## config.mk

```make
export PLATFORM = sky130hd
export DESIGN_NAME = ssd1306_i2c_responder
export DESIGN_NICKNAME = d
export VERILOG_FILES = /design/src/rtl/ssd1306_pkg.sv /design/src/rtl/i2c_line_sync.sv /design/src/rtl/ssd1306_i2c_responder.sv
export SDC_FILE = /design/constraint.sdc
export NUM_CORES = 1
export LEC_CHECK = 0
export CORE_UTILIZATION = 49
export DETAILED_ROUTE_END_ITERATION = 8
export PLACE_DENSITY = 0.77
export SLEW_MARGIN = 40
export SYNTH_ARGS = -nofsm -noshare
export SYNTH_HDL_FRONTEND = slang
export SYNTH_SLANG_ARGS = --single-unit
```

## constraint.sdc

```tcl
create_clock -name clk -period 1.74 [get_ports clk]
set_input_delay 0.348 -clock clk [delete_from_list [all_inputs] [get_ports clk]]
set_output_delay 0.348 -clock clk [all_outputs]
set_load 0.01 [all_outputs]
```

## src/rtl/ssd1306_pkg.sv

```systemverilog
// ----------------------------------------------------------------------------
// ssd1306_pkg
// Shared definitions for the SSD1306 I2C responder and the OLED driver:
//   state_t              responder FSM states
//   CTRL_CO_BIT/DC_BIT   bit positions inside an SSD1306 control byte
//   SSD1306_ADDR_DEFAULT 7-bit bus address of the panel
//   CMD_*                command opcodes issued by the driver
// ----------------------------------------------------------------------------
package ssd1306_pkg;

   typedef enum logic [2:0] {
      ST_IDLE,
      ST_ADDR,
      ST_ADDR_ACK,
      ST_CTRL,
      ST_CTRL_ACK,
      ST_PAYLOAD,
      ST_PAY_ACK,
      ST_IGNORE
   } state_t;

   localparam int CTRL_CO_BIT = 7;
   localparam int CTRL_DC_BIT = 6;

   localparam logic [6:0] SSD1306_ADDR_DEFAULT = 7'h3C;

   localparam logic [7:0] CMD_DISPLAY_OFF   = 8'hAE;
   localparam logic [7:0] CMD_DISPLAY_ON    = 8'hAF;
   localparam logic [7:0] CMD_RESUME_RAM    = 8'hA4;
   localparam logic [7:0] CMD_ENTIRE_ON     = 8'hA5;
   localparam logic [7:0] CMD_CHARGE_PUMP   = 8'h8D;
   localparam logic [7:0] CMD_ADDR_MODE     = 8'h20;

endpackage

```

## src/rtl/i2c_line_sync.sv

```systemverilog
// ----------------------------------------------------------------------------
// i2c_line_sync
// Brings SCL/SDA into the clk domain and derives bus events.
//   clk, rst            system clock, asynchronous active-high reset
//   scl, sda            raw bus levels
//   scl_s, sda_s        synchronised levels
//   scl_rise, scl_fall  one-cycle pulses on synchronised SCL edges
//   start_det           SDA fell while SCL stayed high
//   stop_det            SDA rose while SCL stayed high
// SYNC_STAGES must be at least 2.
// ----------------------------------------------------------------------------
module i2c_line_sync #(
   parameter int SYNC_STAGES = 2
) (
   input  logic clk,
   input  logic rst,
   input  logic scl,
   input  logic sda,
   output logic scl_s,
   output logic sda_s,
   output logic scl_rise,
   output logic scl_fall,
   output logic start_det,
   output logic stop_det
);

   logic [SYNC_STAGES-1:0] scl_pipe_reg;
   logic [SYNC_STAGES-1:0] sda_pipe_reg;
   logic                   scl_d_reg;
   logic                   sda_d_reg;

   // Pipes reset to the idle bus level (high) so leaving reset never
   // fabricates a START or STOP.
   always_ff @(posedge clk or posedge rst) begin
      if (rst) begin
         scl_pipe_reg <= '1;
         sda_pipe_reg <= '1;
         scl_d_reg    <= 1'b1;
         sda_d_reg    <= 1'b1;
      end else begin
         scl_pipe_reg <= {scl_pipe_reg[SYNC_STAGES-2:0], scl};
         sda_pipe_reg <= {sda_pipe_reg[SYNC_STAGES-2:0], sda};
         scl_d_reg    <= scl_s;
         sda_d_reg    <= sda_s;
      end
   end

   assign scl_s    = scl_pipe_reg[SYNC_STAGES-1];
   assign sda_s    = sda_pipe_reg[SYNC_STAGES-1];
   assign scl_rise = scl_s & ~scl_d_reg;
   assign scl_fall = ~scl_s & scl_d_reg;

   // SCL must be high on both sides of the SDA edge; an SDA edge that lands
   // together with an SCL edge is a data change, not a bus condition.
   assign start_det = scl_s & scl_d_reg & sda_d_reg & ~sda_s;
   assign stop_det  = scl_s & scl_d_reg & ~sda_d_reg & sda_s;

endmodule

```

## src/rtl/ssd1306_i2c_responder.sv

```systemverilog
// ----------------------------------------------------------------------------
// ssd1306_i2c_responder
// Write-only I2C target standing in for an SSD1306 panel. ACKs ADDR, parses
// control bytes (Co, D/C#) and strobes out each command / GDDRAM byte.
//   clk, rst      system clock, asynchronous active-high reset
//   scl, sda_i    bus clock and sampled SDA level
//   sda_oe        1 = pull SDA low (ACK)
//   byte_valid    one-cycle strobe, byte_out/byte_is_data valid
//   byte_out      payload byte, byte_is_data = 1 for GDDRAM data
//   frame_start   pulse on matching write address
//   frame_end     pulse on STOP / repeated START closing a matched frame
//   busy          matched frame in progress
//   proto_err     sticky: frame without control byte, or control bits[5:0]!=0
// ----------------------------------------------------------------------------
module ssd1306_i2c_responder
   import ssd1306_pkg::*;
#(
   parameter logic [6:0] ADDR        = SSD1306_ADDR_DEFAULT,
   parameter int         SYNC_STAGES = 2
) (
   input  logic       clk,
   input  logic       rst,
   input  logic       scl,
   input  logic       sda_i,
   output logic       sda_oe,
   output logic       byte_valid,
   output logic [7:0] byte_out,
   output logic       byte_is_data,
   output logic       frame_start,
   output logic       frame_end,
   output logic       busy,
   output logic       proto_err
);

   logic   scl_sync, sda_sync, scl_rise, scl_fall, start_det, stop_det;
   state_t state_reg, state_next;
   logic [3:0] bit_cnt_reg;
   logic [6:0] shift_reg;
   logic       ack_on_reg, co_reg, dc_reg, ctrl_seen_reg;
   logic       busy_reg, proto_err_reg, byte_valid_reg, byte_is_data_reg;
   logic       frame_start_reg, frame_end_reg;
   logic [7:0] byte_out_reg;
   logic       busy_next, proto_err_next, byte_valid_next;
   logic       frame_start_next, frame_end_next;

   i2c_line_sync #(.SYNC_STAGES(SYNC_STAGES)) u_sync (
      .clk       (clk),
      .rst       (rst),
      .scl       (scl),
      .sda       (sda_i),
      .scl_s     (scl_sync),
      .sda_s     (sda_sync),
      .scl_rise  (scl_rise),
      .scl_fall  (scl_fall),
      .start_det (start_det),
      .stop_det  (stop_det)
   );

   logic       bus_evt, bit_sample, in_byte, ack_state, byte_done, ack_end, addr_hit;
   logic [7:0] shifted;

   assign bus_evt    = start_det | stop_det;
   assign bit_sample = scl_rise & scl_sync;
   assign shifted    = {shift_reg, sda_sync};
   assign in_byte    = (state_reg == ST_ADDR) || (state_reg == ST_CTRL) ||
                       (state_reg == ST_PAYLOAD);
   assign ack_state  = (state_reg == ST_ADDR_ACK) || (state_reg == ST_CTRL_ACK) ||
                       (state_reg == ST_PAY_ACK);
   assign byte_done  = in_byte && bit_sample && (bit_cnt_reg == 4'd7);
   // Second SCL fall inside an ACK state closes the 9th clock.
   assign ack_end    = ack_state && scl_fall && ack_on_reg;
   assign addr_hit   = (shifted[7:1] == ADDR) && !shifted[0];

   // State register
   always_ff @(posedge clk or posedge rst) begin
      if (rst) state_reg <= ST_IDLE;
      else     state_reg <= state_next;
   end

   // Next-state logic; STOP outranks START, both outrank byte progress.
   always_comb begin
      state_next = state_reg;
      if (stop_det) begin
         state_next = ST_IDLE;
      end else if (start_det) begin
         state_next = ST_ADDR;
      end else begin
         case (state_reg)
            ST_ADDR:     if (byte_done) state_next = addr_hit ? ST_ADDR_ACK : ST_IGNORE;
            ST_CTRL:     if (byte_done) state_next = ST_CTRL_ACK;
            ST_PAYLOAD:  if (byte_done) state_next = ST_PAY_ACK;
            ST_ADDR_ACK: if (ack_end)   state_next = ST_CTRL;
            ST_CTRL_ACK: if (ack_end)   state_next = ST_PAYLOAD;
            ST_PAY_ACK:  if (ack_end)   state_next = co_reg ? ST_CTRL : ST_PAYLOAD;
            default:     state_next = state_reg;
         endcase
      end
   end

   // Output logic (next values of the registered outputs, plus sda_oe)
   always_comb begin
      frame_start_next = (state_reg == ST_ADDR) && byte_done && addr_hit && !bus_evt;
      frame_end_next   = busy_reg && bus_evt;
      byte_valid_next  = (state_reg == ST_PAYLOAD) && byte_done && !bus_evt;
      busy_next        = busy_reg;
      if (frame_start_next) busy_next = 1'b1;
      else if (bus_evt)     busy_next = 1'b0;
      proto_err_next = proto_err_reg;
      // Frame closed before its first control byte completed.
      if (bus_evt && !ctrl_seen_reg &&
          ((state_reg == ST_ADDR_ACK) || (state_reg == ST_CTRL)))
         proto_err_next = 1'b1;
      if ((state_reg == ST_CTRL) && byte_done && !bus_evt && (shifted[5:0] != 6'd0))
         proto_err_next = 1'b1;
      // Released combinationally so a STOP frees the line in its own cycle.
      sda_oe = ack_on_reg && !bus_evt;
   end

   // Datapath
   always_ff @(posedge clk or posedge rst) begin
      if (rst) begin
         bit_cnt_reg      <= 4'd0;
         shift_reg        <= 7'd0;
         ack_on_reg       <= 1'b0;
         co_reg           <= 1'b0;
         dc_reg           <= 1'b0;
         ctrl_seen_reg    <= 1'b0;
         busy_reg         <= 1'b0;
         proto_err_reg    <= 1'b0;
         byte_valid_reg   <= 1'b0;
         byte_out_reg     <= 8'd0;
         byte_is_data_reg <= 1'b0;
         frame_start_reg  <= 1'b0;
         frame_end_reg    <= 1'b0;
      end else begin
         busy_reg        <= busy_next;
         proto_err_reg   <= proto_err_next;
         byte_valid_reg  <= byte_valid_next;
         frame_start_reg <= frame_start_next;
         frame_end_reg   <= frame_end_next;

         if (byte_valid_next) begin
            byte_out_reg     <= shifted;
            byte_is_data_reg <= dc_reg;
         end

         // Counter saturates at 8; it restarts in every non-byte state.
         if (bus_evt || !in_byte) begin
            bit_cnt_reg <= 4'd0;
         end else if (bit_sample) begin
            shift_reg <= shifted[6:0];
            if (bit_cnt_reg != 4'd8) bit_cnt_reg <= bit_cnt_reg + 4'd1;
         end

         // First fall in an ACK state starts driving, the second ends it.
         if (bus_evt || !ack_state) ack_on_reg <= 1'b0;
         else if (scl_fall)         ack_on_reg <= ~ack_on_reg;

         if (frame_start_next || bus_evt) ctrl_seen_reg <= 1'b0;
         if ((state_reg == ST_CTRL) && byte_done && !bus_evt) begin
            co_reg        <= shifted[CTRL_CO_BIT];
            dc_reg        <= shifted[CTRL_DC_BIT];
            ctrl_seen_reg <= 1'b1;
         end
      end
   end

   assign byte_valid   = byte_valid_reg;
   assign byte_out     = byte_out_reg;
   assign byte_is_data = byte_is_data_reg;
   assign frame_start  = frame_start_reg;
   assign frame_end    = frame_end_reg;
   assign busy         = busy_reg;
   assign proto_err    = proto_err_reg;

endmodule

```

Yosys cells after proc, flatten, opt, wreduce, memory -nomap -nowiden
Cells that the tools add are included.
W data, S select, Z words.
{"block": "word_totals", "register_bits": 38, "wordCells": 112, "inputBits": 4, "out_inout_bits": 15}
{"block": "classes", "addsub": 1, "reduce_logical": 41, "eq_ne": 15, "muxes": 22, "bitwise_logic": 15}
{"op": "$mux W3", "count": 10}
{"op": "$ne A4 B4 Y1 const B", "count": 7}
{"op": "$pmux W3 S6", "count": 1}
{"op": "$logic_and A1 B1 Y1", "count": 17}
{"op": "$mux W4", "count": 3}
{"op": "$reduce_bool A2 Y1", "count": 6}
{"op": "$eq A3 B3 Y1 const B", "count": 3}
{"op": "$and A1 B1 Y1", "count": 8}
{"op": "$logic_or A1 B1 Y1", "count": 8}
{"op": "$mux W1", "count": 8}
{"op": "$reduce_bool A8 Y1", "count": 1}
{"op": "$eq A7 B6 Y1 const B", "count": 1}
{"op": "$reduce_and A7 Y1", "count": 1}
{"op": "$eq A3 B2 Y1 const B", "count": 2}
{"op": "$not A1 Y1", "count": 6}
{"op": "$reduce_bool A6 Y1", "count": 1}
{"op": "$logic_not A1 Y1", "count": 5}
{"op": "$add A4 B1 Y4 const B", "count": 1}
{"op": "$eq A4 B3 Y1 const B", "count": 1}
{"op": "$reduce_and A2 Y1", "count": 2}
{"op": "$eq A3 B1 Y1 const B", "count": 1}
{"op": "$or A1 B1 Y1", "count": 1}

Depth between registers and ports, before layout
{"block": "depth", "word_depth": 11, "depth_mapped": 6, "ltp_nobuf": 6}

Hierarchy
Synthesis repeated with hierarchy kept, for this count alone.
{"block": "hier_totals", "cells_unflattened": 129, "area_unflattened_um2": 1644.1}
{"mod": "ssd1306_i2c_responder", "instances": 1, "cells_per_inst": 118, "area_per_inst_um2": 1450.1, "seq_area_each_um2": 800.8}
{"mod": "i2c_line_sync", "instances": 1, "cells_per_inst": 11, "area_per_inst_um2": 193.9, "seq_area_each_um2": 157.7}

Least setup slack after synthesis
No wires, ideal clock.
{"block": "synth_path", "path_kind": "register to register", "start": "register shift_reg[0]", "end": "register state_reg[0]", "slack_ns": 0.001, "arrival_time_ns": 1.613, "t_required_ns": 1.613, "period_less_slack_ns": 1.739, "setup_ns": 0.127, "stages_incl_launch_ff": 5, "path_buffers": 0, "cell_sequence": "dfrtp_1 > or3_1 > or4_4 > a221oi_2 > a21oi_1"}
{"block": "synth_between", "elab_chain_len": 7}
{"element": "from (decl)", "line": "ssd1306_i2c_responder.sv:38", "rtl": "logic [6:0] shift_reg;"}
{"element": "from (signal assigned)", "line": "ssd1306_i2c_responder.sv:151", "rtl": "shift_reg <= shifted[6:0];"}
{"element": "$eq A7 B6 Y1", "line": "ssd1306_i2c_responder.sv:72", "rtl": "assign addr_hit = (shifted[7:1] == ADDR) && !shifted[0];"}
{"element": "$logic_and A1 B1 Y1", "line": "ssd1306_i2c_responder.sv:72"}
{"element": "$mux W3 (2 in a row)", "line": "ssd1306_i2c_responder.sv:89", "rtl": "ST_ADDR: if (byte_done) state_next = addr_hit ? ST_ADDR_ACK : ST_IGNORE;"}
{"element": "$pmux W3 S6", "line": "ssd1306_i2c_responder.sv:88", "rtl": "case (state_reg)"}
{"element": "$mux W3", "line": "ssd1306_i2c_responder.sv:85", "rtl": "end else if (start_det) begin"}
{"element": "$mux W3", "line": "ssd1306_i2c_responder.sv:83", "rtl": "if (stop_det) begin"}
{"element": "to (signal assigned)", "line": "ssd1306_i2c_responder.sv:77", "rtl": "else state_reg <= state_next;"}
{"element": "to (decl)", "line": "ssd1306_i2c_responder.sv:36", "rtl": "state_t state_reg, state_next;"}
Every way passes these cells. The select of a mux whose other input is x is not followed.
A chain may end at the register's enable or synchronous reset.

Worst setup path in the final report
{"block": "layout_path", "start": "register u_sync.sda_d_reg", "end": "output sda_oe"}
{"block": "layout_between", "elab_chain_len": 6, "word_cells_on_any_way": 8, "cone_classes": "6 x bitwise; 2 x reduce/logical"}
{"element": "from (decl)", "line": "i2c_line_sync.sv:30", "rtl": "logic sda_d_reg;"}
{"element": "from (signal assigned)", "line": "i2c_line_sync.sv:44", "rtl": "sda_d_reg <= sda_s;"}
{"element": "$not A1 Y1", "line": "i2c_line_sync.sv:56", "rtl": "assign stop_det = scl_s & scl_d_reg & ~sda_d_reg & sda_s;"}
{"element": "$and A1 B1 Y1 (2 in a row)", "line": "i2c_line_sync.sv:56"}
{"element": "$or A1 B1 Y1 (*)", "line": "ssd1306_i2c_responder.sv:62", "rtl": "assign bus_evt = start_det | stop_det;"}
{"element": "$logic_not A1 Y1 (*)", "line": "ssd1306_i2c_responder.sv:116", "rtl": "sda_oe = ack_on_reg && !bus_evt;"}
{"element": "$logic_and A1 B1 Y1 (*)", "line": "ssd1306_i2c_responder.sv:116"}
{"element": "to (decl)", "line": "ssd1306_i2c_responder.sv:25", "rtl": "output logic sda_oe,"}
Every way passes the cells marked *; elsewhere a longest branch is shown, timed or not.

==> summary.json <==
{
  "drtPass1Iterations": {"value": 4},
  "maximum_number_of_pins_on_one_net_before_global_route_repair": {"value": 39},
  "synth-warning-count": {"value": 0},
  "maximum_fanout_along_the_worst_path": {"value": 2},
  "synth_edf_count": {"value": 0},
  "max_cap_viol_count": {"value": 0},
  "core": {"value": 3080, "unit": "µm²"},
  "finalMaxSlewViolations": {"value": 0},
  "detailed_place_hpwl": {"value": 2020, "unit": "µm"},
  "r2r_start": {"value": "shift_reg[0]$_DFFE_PP0P_"},
  "critical-path-slowest-cell": {"value": "sky130_fd_sc_hd__dfstp_2"},
  "required": {"value": 1.39, "unit": "ns"},
  "cp.arrival": {"value": 1.44, "unit": "ns"},
  "final_core_utilization": {"value": 67.7, "unit": "%"},
  "final_antenna_net_count": {"value": 0},
  "synth_fp_nets": {"value": 133},
  "regToRegEndpoint": {"value": "state_reg[0]$_DFFE_PP0P_"},
  "layout_common_cells": {"value": "sky130_fd_sc_hd__dfrtp_1 (32), sky130_fd_sc_hd__clkdlybuf4s50_1 (17), sky130_fd_sc_hd__mux2_2 (16), sky130_fd_sc_hd__buf_4 (16), sky130_fd_sc_hd__nand2_1 (10)"},
  "row_count": {"value": 20},
  "reg2reg_slack": {"value": 0.01, "unit": "ns"},
  "numClockSinks": {"value": 38},
  "layout.filler_cells": {"value": 237},
  "rr_worst_depth": {"value": 4},
  "gp_congestion": {"value": 0.804},
  "failing_checks": {"value": "setup timing"},
  "design_power_total": {"value": 0.00168, "unit": "W"},
  "avgSynthCellArea": {"value": 12.7, "unit": "µm²"},
  "critical_path.startpoint": {"value": "u_sync.sda_d_reg$_DFF_PP1_"},
  "max_slew.worst_pin.slew": {"value": 0.481, "unit": "ns"},
  "wirelength": {"value": 3110, "unit": "µm"},
  "cts_inserted_buffers": {"value": 5},
  "multiInputGateArea": {"value": 642, "unit": "µm²"},
  "ys_async_sr_fraction": {"value": 100, "unit": "%"},
  "crit_path_max_incr_delay": {"value": 0.55, "unit": "ns"},
  "cts_buffer_depth": {"value": 2},
  "placement.io_buffers": {"value": 18},
  "power.density_cell_area": {"value": 807, "unit": "nW/µm²"},
  "synth_sequential_area_ratio": {"value": 59.6, "unit": "%"},
  "gr-usage-all-layers": {"value": 22.3, "unit": "%"},
  "worst_setup_hold_path_clk_slew": {"value": 0.11, "unit": "ns"},
  "synth_ff_type": {"value": "sky130_fd_sc_hd__dfrtp_1"},
  "finalSetupViolCount": {"value": 1},
  "num-nets-final": {"value": 173},
  "ctsRootBufferMaster": {"value": "sky130_fd_sc_hd__clkbuf_4"},
  "grt_antenna_before_repair": {"value": 0},
  "dieWidth": {"value": 59.3, "unit": "µm"},
  "layout-drive-gt1-share": {"value": 35.7, "unit": "%"},
  "overflow": {"value": 0},
  "global_route_wire_length_before_repair": {"value": 5510, "unit": "µm"},
  "crit_path_end": {"value": "sda_oe"},
  "detail_route.drc_violations": {"value": 0},
  "clk-insertion-delay-late": {"value": 0.34, "unit": "ns"},
  "ir_drop": {"value": 0.531, "unit": "mV"},
  "period_minus_slack": {"value": 1.79, "unit": "ns"},
  "max_freq": {"value": 559, "unit": "MHz"},
  "fin_crit_sh": {"value": 103, "unit": "%"},
  "crit_type": {"value": "reg2out"},
  "tritoncts_clock_tree": {"value": "built"},
  "synth.top_cells.by_area": {"value": "sky130_fd_sc_hd__dfrtp_1 (50%), sky130_fd_sc_hd__mux2_2 (13%), sky130_fd_sc_hd__dfstp_2 (9.8%), sky130_fd_sc_hd__nand2_1 (2.6%), sky130_fd_sc_hd__ha_1 (1.6%)"},
  "viasPerCell": {"value": 5.44},
  "timing.slew.headroom": {"value": 67.6, "unit": "%"},
  "insertedDiodeCount": {"value": 0},
  "end_kind": {"value": "output port"},
  "number_of_flip_flops_in_the_largest_register": {"value": 8},
  "leakagePower": {"value": 0.945, "unit": "nW"},
  "detail_route.wl_per_cell": {"value": 14.7, "unit": "µm"},
  "drtIter0Drc": {"value": 26},
  "total_number_of_vias": {"value": 1154},
  "synth_cells": {"value": 127},
  "critPathLaunchType": {"value": "register"},
  "design.die.area": {"value": 3520, "unit": "µm²"},
  "seqCellArea": {"value": 958, "unit": "µm²"},
  "yosys_register_bits": {"value": 38},
  "result_of_the_run": {"value": "finished with violations"},
  "io_pins": {"value": 19},
  "cp_cell_sequence": {"value": "xor2_1 > nand3_1 > and2_1 > buf_2"},
  "grt_pass1_vias": {"value": 1211},
  "floorplan.die.height": {"value": 59.3, "unit": "µm"},
  "hold_class": {"value": "in2async"},
  "netlist_area": {"value": 1610, "unit": "µm²"},
  "synth_area_leader_cell": {"value": "sky130_fd_sc_hd__dfrtp_1"},
  "setup_slack": {"value": -0.0490, "unit": "ns"},
  "area_growth_from_synthesis_to_layout": {"value": 29.5, "unit": "%"},
  "finalClockSkew": {"value": 0.00756, "unit": "ns"},
  "netlist-cell-type-count": {"value": 37},
  "mostFrequentLayoutCell": {"value": "sky130_fd_sc_hd__dfrtp_1"},
  "hold_viol_final": {"value": 0},
  "synth_top_area_share": {"value": 49.8, "unit": "%"},
  "rsz0062_at_grt": {"value": "true"},
  "cts.htree.levels": {"value": 2},
  "initial_core_util": {"value": 52.3, "unit": "%"}
}
-- worst max-delay path, delay by kind of cell (launching register included) --
kind / cells / cell delay, ns
XOR/XNOR: 1 / 0.15
buffers and inverters: 1 / 0.14
flip-flops: 1 / 0.55
AND/OR/NAND/NOR: 2 / 0.27
-- metal layers --
metal | wire [µm] | global-route usage (%)
met1 | 1210 | 25.9
met2 | 1690 | 36.0
met5 | 0 | 0
met4 | 99 | 16.0
met3 | 105 | 5.24
-- worst min path at each step --
stage                                            end  slack (ns)  cells past startpoint
floorplan           u_sync.scl_pipe_reg[1]$_DFF_PP1_        0.35                      0
global placement    u_sync.scl_pipe_reg[1]$_DFF_PP1_        0.35                      0
detailed placement  u_sync.scl_pipe_reg[1]$_DFF_PP1_        0.35                      0
CTS                          byte_out[1]$_DFFE_PP0P_        0.34                      3
global route              bit_cnt_reg[1]$_DFFE_PP0P_        0.37                      3
finish                      state_reg[2]$_DFFE_PP0P_        0.34                      3
-- power breakdown --
part / switching [W] / total (W) / internal [W] / leakage (nW)
combinational: 0.0000691 / 0.000147 / 0.0000774 / 0.399
sequential: 0.0000324 / 0.000956 / 0.000924 / 0.506
clock: 0.000275 / 0.000580 / 0.000305 / 0.0395
-- kinds of logic after synthesis --
kind of cell | after synthesis | synth area share, %
compound gates | 14 | 6.38
xor+xnor | 3 | 1.63
fa+ha+maj | 2 | 1.55
buf+inv | 8 | 2.10
flops | 38 | 59.6
mux | 18 | 12.6
simple gates | 44 | 16.2
-- metrics by stage --
step | TNS [ns] | instance area [µm²] | worst slack, ns | instances | hold WS [ns]
2_1_floorplan | 0 | 1610 | 0.000559 | 127 | 0.345
3_3_place_gp | -0.0185 | 1930 | -0.0104 | 196 | 0.346
3_5_place_dp | -0.153 | 1930 | -0.0772 | 196 | 0.351
4_1_cts | -0.0551 | 2050 | -0.0551 | 209 | 0.341
5_1_grt | -0.432 | 2080 | -0.109 | 212 | 0.368
6_report | -0.0490 | 2080 | -0.0490 | 212 | 0.342
-- Yosys cell counts, drive strengths merged, types with 3 or more instances --
master,number
a21oi,3
buf,3
dfrtp,32
dfstp,6
inv,5
mux2,18
nand2,11
nand3,4
nand3b,3
nor2,5
o21ai,3
-- what timing repair did --
action                                  CTS  global route
endpoints found under the setup margin    5            15
pin swaps                                 5             2
cloned                                    0             0
hold buffers                              0             0
setup buffers                             6             4
endpoints found under the hold margin     0             0
gates resized for setup                   8             5
-- layout make-up --
type | instances | area share (%)
Multi-Input combinational cell | 81 | 30.8
Clock inverter | 1 | 1.44
Clock buffer | 7 | 2.16
Inverter | 5 | 0.900
Timing Repair Buffer | 36 | 16.1
Sequential cell | 38 | 46.0
Tap cell | 44 | 2.64
(Power assumes the default switching activity.)
